### config.mk
export PLATFORM = sky130hd
export DESIGN_NAME = pipeline_run_ctrl
export DESIGN_NICKNAME = d
export VERILOG_FILES = /design/src/rtl/pipeline_run_ctrl.sv
export SDC_FILE = /design/constraint.sdc
export NUM_CORES = 1
export LEC_CHECK = 0
export ABC_AREA = 1
export CORE_MARGIN = 2
export CORE_UTILIZATION = 53
export DETAILED_ROUTE_END_ITERATION = 8
export PLACE_DENSITY = 0.82
export SYNTH_ARGS = -nofsm -noshare
export SYNTH_HDL_FRONTEND = slang
export SYNTH_SLANG_ARGS = --single-unit
export TNS_END_PERCENT = 10
### constraint.sdc
create_clock -name clk -period 5.3 [get_ports clk]
set_input_delay 0.53 -clock clk [delete_from_list [all_inputs] [get_ports clk]]
set_output_delay 0.53 -clock clk [all_outputs]
set_load 0.05 [all_outputs]
### src/rtl/pipeline_run_ctrl.sv
// Run/step/breakpoint controller producing the pipelined core's clock enable.
// Commands from the debug unit start, single-step or halt the core. End-of-program
// drains the pipeline for a fixed number of cycles, and PC breakpoints stop a run.
module pipeline_run_ctrl #(
    parameter int unsigned PC_W   = 32,
    parameter int unsigned STAGES = 5,
    parameter int unsigned NUM_BP = 2,
    parameter int unsigned CNT_W  = 32
) (
    input  logic             clk,
    input  logic             reset,
    input  logic             cmd_valid,
    output logic             cmd_ready,
    input  logic [2:0]       cmd,
    input  logic [2:0]       cmd_idx,
    input  logic [PC_W-1:0]  cmd_arg,
    input  logic [PC_W-1:0]  pc,
    input  logic             pc_end,
    output logic             db_ena,
    output logic             busy,
    output logic             done,
    output logic             bp_hit,
    output logic [PC_W-1:0]  halted_pc,
    output logic [CNT_W-1:0] cycle_count
);

    localparam logic [2:0] CmdRun   = 3'd1;
    localparam logic [2:0] CmdStep  = 3'd2;
    localparam logic [2:0] CmdHalt  = 3'd3;
    localparam logic [2:0] CmdSetBp = 3'd4;
    localparam logic [2:0] CmdClrBp = 3'd5;
    localparam logic [2:0] CmdClear = 3'd6;

    typedef enum logic [2:0] {
        StIdle,
        StRun,
        StStep,
        StDrain,
        StDone
    } state_e;

    state_e           state_q, state_d;
    logic [3:0]       drain_q, drain_d;
    logic             db_ena_q, db_ena_d;
    logic             bp_hit_q, bp_hit_d;
    logic [PC_W-1:0]  halted_pc_q;
    logic             capture_pc;
    logic             clr_cnt;
    logic [CNT_W-1:0] cycle_count_q;

    logic [PC_W-1:0]  bp_addr_q [NUM_BP];
    logic [NUM_BP-1:0] bp_valid_q;
    logic             bp_match;
    logic             cmd_acc;
    logic             bp_wr;

    // Status decoded purely from the registered state.
    assign cmd_ready   = (state_q == StIdle) || (state_q == StRun) || (state_q == StDone);
    assign busy        = (state_q == StRun) || (state_q == StStep) || (state_q == StDrain);
    assign done        = (state_q == StDone);
    assign db_ena      = db_ena_q;
    assign bp_hit      = bp_hit_q;
    assign halted_pc   = halted_pc_q;
    assign cycle_count = cycle_count_q;

    assign cmd_acc = cmd_valid && cmd_ready;
    // Breakpoint slots are only editable while idle or running.
    assign bp_wr   = cmd_acc && ((state_q == StIdle) || (state_q == StRun)) &&
                     ((cmd == CmdSetBp) || (cmd == CmdClrBp));

    // Compare the current PC against every armed slot (pre-write contents).
    always_comb begin
        bp_match = 1'b0;
        for (int unsigned i = 0; i < NUM_BP; i++) begin
            if (bp_valid_q[i] && (bp_addr_q[i] == pc)) begin
                bp_match = 1'b1;
            end
        end
    end

    // Next-state logic; priority in RUN is pc_end, then HALT, then breakpoint.
    always_comb begin
        state_d    = state_q;
        drain_d    = drain_q;
        bp_hit_d   = 1'b0;
        capture_pc = 1'b0;
        clr_cnt    = 1'b0;
        unique case (state_q)
            StIdle: begin
                if (cmd_acc && (cmd == CmdRun)) begin
                    state_d = StRun;
                end else if (cmd_acc && (cmd == CmdStep)) begin
                    state_d = StStep;
                end
            end
            StRun: begin
                if (pc_end) begin
                    // The pc_end cycle counts as the first of STAGES enabled cycles.
                    state_d = (STAGES > 1) ? StDrain : StDone;
                    drain_d = 4'(STAGES - 1);
                end else if ((cmd_acc && (cmd == CmdHalt)) || bp_match) begin
                    state_d    = StIdle;
                    bp_hit_d   = bp_match;
                    capture_pc = bp_match;
                end
            end
            StStep: begin
                if (pc_end) begin
                    state_d = (STAGES > 1) ? StDrain : StDone;
                    drain_d = 4'(STAGES - 1);
                end else begin
                    state_d = StIdle;
                end
            end
            StDrain: begin
                drain_d = drain_q - 4'd1;
                if (drain_q <= 4'd1) begin
                    state_d = StDone;
                end
            end
            StDone: begin
                if (cmd_acc && (cmd == CmdClear)) begin
                    state_d = StIdle;
                    clr_cnt = 1'b1;
                end
            end
            default: state_d = StIdle;
        endcase
        db_ena_d = (state_d == StRun) || (state_d == StStep) || (state_d == StDrain);
    end

    // Control state, registered enable, breakpoint pulse and captured PC.
    always_ff @(posedge clk or posedge reset) begin
        if (reset) begin
            state_q     <= StIdle;
            drain_q     <= 4'd0;
            db_ena_q    <= 1'b0;
            bp_hit_q    <= 1'b0;
            halted_pc_q <= '0;
        end else begin
            state_q  <= state_d;
            drain_q  <= drain_d;
            db_ena_q <= db_ena_d;
            bp_hit_q <= bp_hit_d;
            if (capture_pc) begin
                halted_pc_q <= pc;
            end
        end
    end

    // Breakpoint slot storage; out-of-range slot indices are dropped.
    always_ff @(posedge clk or posedge reset) begin
        if (reset) begin
            bp_valid_q <= '0;
            for (int unsigned i = 0; i < NUM_BP; i++) begin
                bp_addr_q[i] <= '0;
            end
        end else begin
            for (int unsigned i = 0; i < NUM_BP; i++) begin
                if (bp_wr && (32'(cmd_idx) == i)) begin
                    if (cmd == CmdSetBp) begin
                        bp_addr_q[i]  <= cmd_arg;
                        bp_valid_q[i] <= 1'b1;
                    end else begin
                        bp_valid_q[i] <= 1'b0;
                    end
                end
            end
        end
    end

    // Saturating count of enabled cycles.
    always_ff @(posedge clk or posedge reset) begin
        if (reset) begin
            cycle_count_q <= '0;
        end else if (clr_cnt) begin
            cycle_count_q <= '0;
        end else if (db_ena_q && (cycle_count_q != {CNT_W{1'b1}})) begin
            cycle_count_q <= cycle_count_q + 1'b1;
        end
    end

endmodule

==> results.py, run 1 <==
metrics = {
    "min_path": {
        "min_path_cells": 2,
        "worstHoldPathType": "flip-flop to flip-flop",
        "worstHoldStart": "halted_pc[9]",
    },
    "route": {
        "routedWlPerCell_um": 14.9,
        "dr.first_iter.drc_count": 753,
        "num_vias": 7120,
        "via_per_inst": 5.25,
        "ant_nets": 0,
        "drc_errors": 0,
        "dr.pass1.iters": 6,
        "routed_wl_um": 20300,
    },
    "clock_tree": {
        "cts_root_buffer": "clkbuf_16",
        "htree_levels": 4,
        "clkTransAtPathRegs_ns": 0.06,
        "cts_tree": "yes",
        "cts_made_buffers": 17,
        "post_cts_buffers": 0,
        "clk_latency_ns": 0.42,
        "ctsResizeCount": 0,
        "clock_sinks": 139,
        "cts_hold_buf": 0,
        "clockBufferDepth": 2,
    },
    "global_route": {
        "grtUsageTotal_pct": 28.2,
        "grt-ovfl-total": 0,
        "antenna_found_initial": 0,
        "grt_first_pass_wirelength_um": 32800,
        "grt_start_max_net_pins": 119,
        "grt_pass1_vias": 6596,
    },
    "timing": {
        "fin_crit_ns": 2.62,
        "finClkSkew_ns": 0.00744,
        "finalSetupViolCount": 0,
        "hold_viol": 0,
        "maxSlewHeadroom_pct": 30.8,
        "rsz0062_at_grt": "no",
        "tightestPinTransition_ns": 1.04,
        "totalNegativeSetupSlack_ns": 0,
        "setup_slack_ns": 2.68,
        "whs_ns": 0.470,
        "period_share_pct": 49.5,
        "drv_slew": 0,
        "fmax_ghz": 0.382,
    },
    "placed_design": {
        "dpl_cell_area_um2": 9060,
        "io_buffers": 142,
        "pre_cts_ws_ns": 2.40,
        "hpwl_um": 14800,
        "gp_congestion": 0.962,
    },
    "setup_path": {
        "critPathLaunchType": "flip-flop",
        "max_stage_delay_ns": 0.85,
        "cp.arrival_ns": 2.09,
        "r2r-start": "bp_addr_q[5]",
        "worstPathRequired_ns": 4.77,
        "critPathBufInv": 2,
        "crit_path_top_delay_cell": "clkdlybuf4s50_1",
        "reg2regPathDepth": 13,
        "path_max_fanout": 4,
        "end_kind": "output port",
        "cp_top_family": "buffers and inverters",
        "crit_chain": "inv_2, nand2_1, nor2_1, clkdlybuf4s50_1",
        "path_depth": 4,
        "crit_type": "flip-flop to output port",
        "crit_start": "state_q[1]",
    },
    "run_status": {
        "status": "finished clean",
    },
    "final_layout": {
        "nNetsFinal": 1242,
        "diodes": 0,
        "syn2layout_area_growth_pct": 27.2,
        "layout-drive-gt1-share_pct": 7.14,
        "postLayoutCellArea_um2": 9650,
    },
    "synth": {
        "ys.flop_type": "dfrtp_1",
        "syn_area_um2": 7580,
        "async_flop_share_pct": 100,
        "synth_area_leader_cell": "dfrtp_1",
        "synth_commonest_cells": "nand2_1, dfrtp_1, inv_1",
        "synth_nets": 1106,
        "yosys_register_bits": 139,
        "netlist.area_leader.share_pct": 45.9,
        "synth_most_common_cell": "nand2_1",
        "synthCells": 1029,
        "synth.area.top_cells": "dfrtp_1, nand2_1, inv_1, nor2_1, nand3_1",
        "synth-seq-area-share_pct": 45.9,
        "synth_edf_count": 0,
        "syn_area_per_cell_um2": 7.37,
        "synth.distinct_cells": 37,
        "yosys_warnings": 0,
    },
    "floorplanning": {
        "die_w_um": 124,
        "dieArea_um2": 15300,
        "die_y_um": 124,
        "rows": 43,
        "initial_utilization_pct": 54.4,
        "core_area_um2": 13900,
        "io_pins": 143,
    },
    "flow_run": {
        "maxCapViolations": 0,
    },
    "pwr": {
        "total_power_mw": 3.51,
        "leakage_nw": 4.58,
        "p_per_area_nw_per_um2": 364,
        "ir_worst_vdd_uv": 252,
    },
}
==> layout by cell type (no fill, tap or decap), drive strengths merged, types with 7 or more instances in the layout <==
cell type / n
dfrtp: 139
nand2: 365
clkbuf: 18
nand3: 65
xnor2: 17
clkinv: 7
o21ai: 103
xor2: 7
nor2: 92
inv: 145
nand4: 19
nor3: 14
clkdlybuf4s50: 142
==> metrics by stage <==
| stage | utilization, % | instances |
|---|---|---|
| after global routing | 69.2 | 1357 |
| after global placement | 65.0 | 1326 |
| final | 69.2 | 1357 |
| after CTS | 69.2 | 1357 |
| after floorplan | - | 1029 |
| after detailed placement | 65.0 | 1326 |
==> where the power goes <==
| part | switching (mW) | leakage [nW] | internal [mW] | total (mW) |
|---|---|---|---|---|
| Combinational | 0.671 | 2.39 | 0.337 | 1.01 |
| Clock | 0.456 | 0.287 | 0.744 | 1.20 |
| Sequential | 0.129 | 1.90 | 1.17 | 1.30 |
| Total | 1.26 | 4.58 | 2.25 | 3.51 |
==> sequential cells by signal, summed over array words and instances, names as in the netlist <==
| signal | flops |
|---|---|
| bp_hit | 1 |
| state_q | 3 |
| drain_q | 4 |
| cycle_count | 32 |
| db_ena | 1 |
| halted_pc | 32 |
| bp_valid_q | 2 |
| bp_addr_q | 64 |
==> worst reg2reg max path, cell delays in order, from the launching register on <==
cell     delay, ns
dfrtp_1       0.36
inv_1         0.07
nand2_1       0.10
nand2_1       0.07
nor2_1        0.12
nand2_1       0.06
nor2_1        0.15
nand2_1       0.08
nor2_1        0.11
nand2_1       0.12
nand2_4       0.32
nand2_4       0.32
nand2_1       0.18
nand2_1       0.07
==> logic make-up after synthesis <==
family                   count (synthesis)  share of synthesized area (%)
AO/OA/AOI/OAI                          124                           9.14
buffers and inverters                  174                           10.1
AND/OR/NAND/NOR                        565                           31.6
adder cells (fa/ha/maj)                  3                          0.495
XOR/XNOR                                24                           2.77
flip-flops                             139                           45.9
==> per-layer routing <==
layer	GRT usage, %	wire length, µm	vias up
met2	45.6	9630	299
met5	0	0	-
met4	11.7	593	0
met1	37.4	8570	3281
li1	-	-	3493
met3	5.13	1450	47
==> worst paths after layout <==
path	slack (ns)	endpoint
setup / recovery	2.68	done
hold / removal	0.47	halted_pc[9]
setup reg to reg	3.07	halted_pc[7]
hold reg to reg	0.47	halted_pc[9]
max in group asynchronous	3.62	bp_addr_q[17]
min in group asynchronous	0.74	cycle_count[17]
==> final cells by class <==
cell class / instances / area [µm²]
flip-flops and latches: 139 / 3480
inverters: 145 / 549
well taps: 180 / 225
repair buffers: 146 / 1450
clock inverters: 13 / 151
fillers: 1111 / 4290
clock buffers: 18 / 439
multi-input cells: 716 / 3350
Note: power is estimated with default switching activity, not from simulation.
==> run 2, diff against run 1 <==
Clock period 5.3 ns to 2.5 ns, I/O delays scaled along.
==> run 2 against run 1 <==
- final cell count is 0.96% higher
- die area stayed put
- critical path depth stayed put
- combinational power is 120% higher
- clock-buffer cell count is 3 higher
- clock skew is 0.0021 ns lower
- largest cell class unchanged
==> results.py, run 2 (same netlist as run 1, synthesis figures left out) <==
metrics = {
    "global_route": {
        "grt_first_pass_wirelength_um": 33900,
        "antenna_found_initial": 0,
        "grt-ovfl-total": 0,
        "grt_pass1_vias": 6795,
        "grt_start_max_net_pins": 66,
        "grtUsageTotal_pct": 29.3,
    },
    "route": {
        "via_per_inst": 5.33,
        "route.met3.wl_um": 1410,
        "wl_met1_um": 8780,
        "dr_wl_met2_um": 10700,
        "dr.first_iter.drc_count": 821,
        "num_vias": 7297,
        "dr.pass1.iters": 6,
        "ant_nets": 0,
        "drc_errors": 0,
        "routed_wl_um": 21200,
        "routedWlPerCell_um": 15.5,
        "top_layer": "met4",
    },
    "clock_tree": {
        "cts_root_buffer": "clkbuf_16",
        "post_cts_buffers": 0,
        "clockBufferDepth": 2,
        "cts_made_buffers": 17,
        "ctsResizeCount": 0,
        "htree_levels": 4,
        "cts_tree": "yes",
        "clock_sinks": 139,
        "cts_hold_buf": 0,
        "clkTransAtPathRegs_ns": 0.06,
        "clk_latency_ns": 0.43,
    },
    "timing": {
        "totalNegativeSetupSlack_ns": 0,
        "drv_slew": 0,
        "maxSlewHeadroom_pct": 58.9,
        "tightestPinTransition_ns": 0.616,
        "rsz0062_at_grt": "no",
        "finalSetupViolCount": 0,
        "hold_viol": 0,
        "period_share_pct": 94.7,
        "finClkSkew_ns": 0.00532,
        "whs_ns": 0.175,
        "fmax_ghz": 0.422,
        "fin_crit_ns": 2.37,
    },
    "setup_path": {
        "crit_path_top_delay_cell": "clkdlybuf4s50_1",
        "end_kind": "output port",
        "max_stage_delay_ns": 0.86,
        "crit_type": "flip-flop to output port",
        "crit_chain": "inv_2, nand2_1, nor2_1, clkdlybuf4s50_1",
        "critPathLaunchType": "flip-flop",
        "cp.arrival_ns": 2.12,
        "worstPathRequired_ns": 2.25,
        "path_max_fanout": 4,
    },
    "pwr": {
        "leakage_nw": 4.66,
        "p_per_area_nw_per_um2": 776,
        "total_power_mw": 7.61,
        "power.share.sequential_pct": 36.3,
        "pwr-share-clk_pct": 34.5,
        "power_switching_mw": 2.70,
        "comb_power_share_pct": 29.2,
        "swShare_pct": 35.5,
        "ir_worst_vdd_uv": 498,
        "intPower_mw": 4.91,
    },
    "final_layout": {
        "nNetsFinal": 1254,
        "syn2layout_area_growth_pct": 29.3,
        "regMostFlops": "bp_addr_q",
        "largest_reg_flops": 64,
        "final_common_cell": "nand2_1",
        "layout_common_cells": "nand2_1, clkdlybuf4s50_1, dfrtp_1, inv_1, nor2_1",
        "layout-drive-gt1-share_pct": 8.15,
        "diodes": 0,
    },
    "run_status": {
        "status": "finished clean",
    },
    "min_path": {
        "worstHoldPathType": "input port to async pin",
    },
    "floorplanning": {
        "dieArea_um2": 15300,
        "core_area_um2": 13900,
        "die_w_um": 124,
        "io_pins": 143,
        "rows": 43,
        "initial_utilization_pct": 54.4,
        "die_y_um": 124,
    },
    "placed_design": {
        "io_buffers": 142,
        "hpwl_um": 15800,
        "gp_congestion": 0.948,
    },
    "flow_run": {
        "maxCapViolations": 0,
    },
}
==> run 2: power groups by stage <==
stage / sequential (mW) / combinational (mW) / clock, mW
after floorplan: 3.13 / 1.07 / 0
after global placement: 2.78 / 2.15 / 0
after detailed placement: 2.79 / 2.21 / 0
after CTS: 2.75 / 2.22 / 2.65
after global routing: 2.79 / 2.41 / 2.75
final: 2.76 / 2.23 / 2.62
==> run 2: area by class of cell <==
class,count,area (µm²)
clock buffer,21,480
clock inverter,11,141
fill,1103,4130
inverter,145,548
multi-input combinational,716,3350
sequential,139,3480
tap,180,225
timing repair buffer,158,1580
==> run 2: path summary, 6_finish.rpt <==
kind | startpoint | to | slack, ns | cells past startpoint
worst max-delay path | state_q[1] | done | 0.13 | 4
worst min-delay path | reset | state_q[2] | 0.18 | 2
worst max register to register | cycle_count[0] | cycle_count[9] | 0.42 | 11
worst min register to register | halted_pc[28] | halted_pc[28] | 0.47 | 2
max in group asynchronous | reset | cycle_count[13] | 1.68 | 3
min in group clk | cmd_arg[30] | bp_addr_q[30] | 0.39 | 3
==> run 2: per-stage QoR <==
stage                     utilization, %  instance area (µm²)  setup WS, ns  std cells
after CTS                           70.4                 9800         0.121       1370
final                               70.4                 9800         0.131       1370
after floorplan                        -                 7590         0.422       1029
after detailed placement            65.9                 9180         0.196       1338
after global routing                70.4                 9800        0.0831       1370
after global placement              65.9                 9180         0.235       1338
==> run 2: layer usage <==
metal / vias to the layer above / track usage [%]
li1: 3525 / -
met4: 0 / 8.31
met5: - / 0
met3: 33 / 5.68
met1: 3442 / 38.9
met2: 297 / 49.1
==> run 2: critical path, delay by kind of cell, from the launching register on <==
kind	cells	cell delay, ns
buffers and inverters	2	0.95
AND/OR/NAND/NOR	2	0.34
flip-flops	1	0.40
==> run 3, diff against run 2 <==
Settings changed: CORE_UTILIZATION 53 to 64, DONT_BUFFER_PORTS set to 1, PLACE_DENSITY 0.82 to 0.81, SKIP_LAST_GASP set to 1.
==> run 3 against run 2 <==
- the run now ends with design-rule violations left
- wire length is 3.0% higher
- setup slack better by 0.26 ns
- critical path depth is 8 higher
- clock power is 5% lower
- sequential share of layout area is 2.8 points higher
- maximum frequency is 12% higher
- total power is 4.0% lower
- clock skew is 0.0022 ns higher
- largest cell class unchanged
==> results.py, run 3 (same netlist as run 1, synthesis figures left out) <==
metrics = {
    "run_status": {
        "status": "finished, violations left",
        "violations": "design-rule violations",
    },
    "timing": {
        "hold_viol": 0,
        "totalNegativeSetupSlack_ns": 0,
        "fmax_ghz": 0.473,
        "fin_crit_ns": 2.11,
        "rsz0062_at_grt": "no",
        "finalSetupViolCount": 0,
        "period_share_pct": 84.5,
        "drv_slew": 0,
        "setup_slack_ns": 0.388,
        "tightestPinTransition_ns": 0.534,
        "finClkSkew_ns": 0.00756,
        "maxSlewHeadroom_pct": 64.4,
    },
    "setup_path": {
        "cp_top_family": "simple AND/OR/NAND/NOR gates",
        "path_max_fanout": 33,
        "end_kind": "flip-flop",
        "r2r_end": "halted_pc[4]",
        "rrSetupSlack_ns": 0.39,
        "reg2regPathDepth": 12,
        "crit_type": "flip-flop to flip-flop",
        "cpMostUsedCell": "nand2_1",
        "crit_chain": "inv_1, nand2_1, nand2_1, nand2_1, nor2_1, nand2_1, nor2_1, nand4_1, nand2_4, nand2_4, nand2_1, nand2_1",
        "cp.arrival_ns": 2.42,
        "crit_path_top_delay_cell": "dfrtp_1",
        "max_stage_delay_ns": 0.39,
        "worstPathRequired_ns": 2.81,
        "r2r-start": "bp_addr_q[56]",
        "critPathLaunchType": "flip-flop",
        "critPathBufInv": 1,
    },
    "final_layout": {
        "nNetsFinal": 1200,
        "multi_input_area_um2": 3350,
        "seqCellArea_um2": 3480,
        "final_common_cell": "nand2_1",
        "syn2layout_area_growth_pct": 19.7,
        "fillers": 841,
        "layout_common_cells": "nand2_1, dfrtp_1, inv_1, nor2_1, nand3_1",
        "largest_reg_flops": 64,
        "layout-drive-gt1-share_pct": 11.0,
        "regMostFlops": "bp_addr_q",
        "diodes": 0,
    },
    "pwr": {
        "p_per_area_nw_per_um2": 805,
        "leakage_nw": 4.51,
        "ir_worst_vdd_uv": 483,
    },
    "floorplanning": {
        "rows": 39,
        "dieArea_um2": 12700,
        "initial_utilization_pct": 65.9,
        "die_y_um": 113,
        "core_area_um2": 11500,
        "io_pins": 143,
        "die_w_um": 113,
    },
    "placed_design": {
        "io_buffers": 0,
        "pre_cts_ws_ns": 0.522,
        "gp_congestion": 0.986,
        "hpwl_um": 15000,
    },
    "min_path": {
        "min_to": "bp_addr_q[45]",
        "min_path_cells": 2,
        "worstHoldPathType": "input port to flip-flop",
        "worstHoldStart": "cmd_arg[13]",
    },
    "route": {
        "dr.pass1.iters": 8,
        "routed_wl_um": 21800,
        "via_per_inst": 5.67,
        "drc_errors": 10,
        "num_vias": 7238,
        "ant_nets": 0,
        "top_layer": "met4",
        "dr_wl_met2_um": 10600,
        "dr.first_iter.drc_count": 829,
        "routedWlPerCell_um": 17.1,
        "wl_met1_um": 8320,
        "route.met3.wl_um": 1960,
    },
    "flow_run": {
        "maxCapViolations": 0,
    },
    "global_route": {
        "grt_start_max_net_pins": 64,
        "grt_pass1_vias": 6922,
        "grt_first_pass_wirelength_um": 35000,
        "grtUsageTotal_pct": 35.4,
        "antenna_found_initial": 0,
        "grt-ovfl-total": 0,
    },
    "clock_tree": {
        "ctsResizeCount": 0,
        "cts_hold_buf": 57,
        "cts_root_buffer": "clkbuf_16",
        "cts_tree": "yes",
        "cts_made_buffers": 17,
        "clk_latency_ns": 0.43,
        "htree_levels": 4,
        "post_cts_buffers": 0,
        "clkTransAtPathRegs_ns": 0.06,
        "clock_sinks": 139,
        "clockBufferDepth": 2,
    },
}
-- run 3: where the power goes --
group,internal (mW),switching (mW),total [mW]
logic,0.644,1.52,2.17
registers,2.48,0.178,2.66
clock network,1.55,0.931,2.48
total,4.68,2.63,7.31
-- run 3: how the worst max path moves through the flow --
stage | start | to | cells past startpoint | slack, ns
6_report | bp_addr_q[56] | halted_pc[4] | 12 | 0.39
2_1_floorplan | cycle_count[0] | cycle_count[24] | 11 | 0.42
3_5_place_dp | bp_addr_q[51] | halted_pc[20] | 12 | 0.52
4_1_cts | bp_addr_q[36] | halted_pc[28] | 12 | 0.49
3_3_place_gp | bp_addr_q[51] | halted_pc[19] | 12 | 0.55
5_1_grt | bp_addr_q[50] | halted_pc[16] | 12 | 0.19
-- run 3: worst register-to-register path, stage by stage, from the launching register on --
cell     delay, ns
dfrtp_1       0.39
inv_1         0.07
nand2_1       0.06
nand2_1       0.05
nand2_1       0.08
nor2_1        0.11
nand2_1       0.06
nor2_1        0.13
nand4_1       0.26
nand2_4       0.29
nand2_4       0.27
nand2_1       0.16
nand2_1       0.07
-- run 3: per-layer routing --
layer | track usage (%) | up-vias
met5 | 0 | -
met4 | 16.9 | 0
met3 | 8.84 | 73
met2 | 58.2 | 388
met1 | 44.3 | 3373
li1 | - | 3404
-- run 3: cell type report --
| cell class | instances | share of cell area [%] |
|---|---|---|
| clock inverter | 8 | 1.02 |
| timing repair buffer | 104 | 10.4 |
| inverter | 145 | 6.03 |
| clock buffer | 22 | 5.33 |
| multi-input combinational | 716 | 36.9 |
| tap | 143 | 1.97 |
| sequential | 139 | 38.3 |
-- run 3: metrics by stage --
| step | area, µm² | power (mW) | hold WS (ns) | instances | util (%) |
|---|---|---|---|---|---|
| floorplan | 7590 | 4.20 | 0.395 | 1029 | - |
| global placement | 7940 | 4.69 | 0.125 | 1190 | 68.9 |
| detailed placement | 7940 | 4.74 | 0.118 | 1190 | 68.9 |
| CTS | 9080 | 7.28 | 0.000414 | 1277 | 78.9 |
| global route | 9080 | 7.61 | 0.0171 | 1277 | 78.9 |
| finish | 9080 | 7.31 | 0.00307 | 1277 | 78.9 |
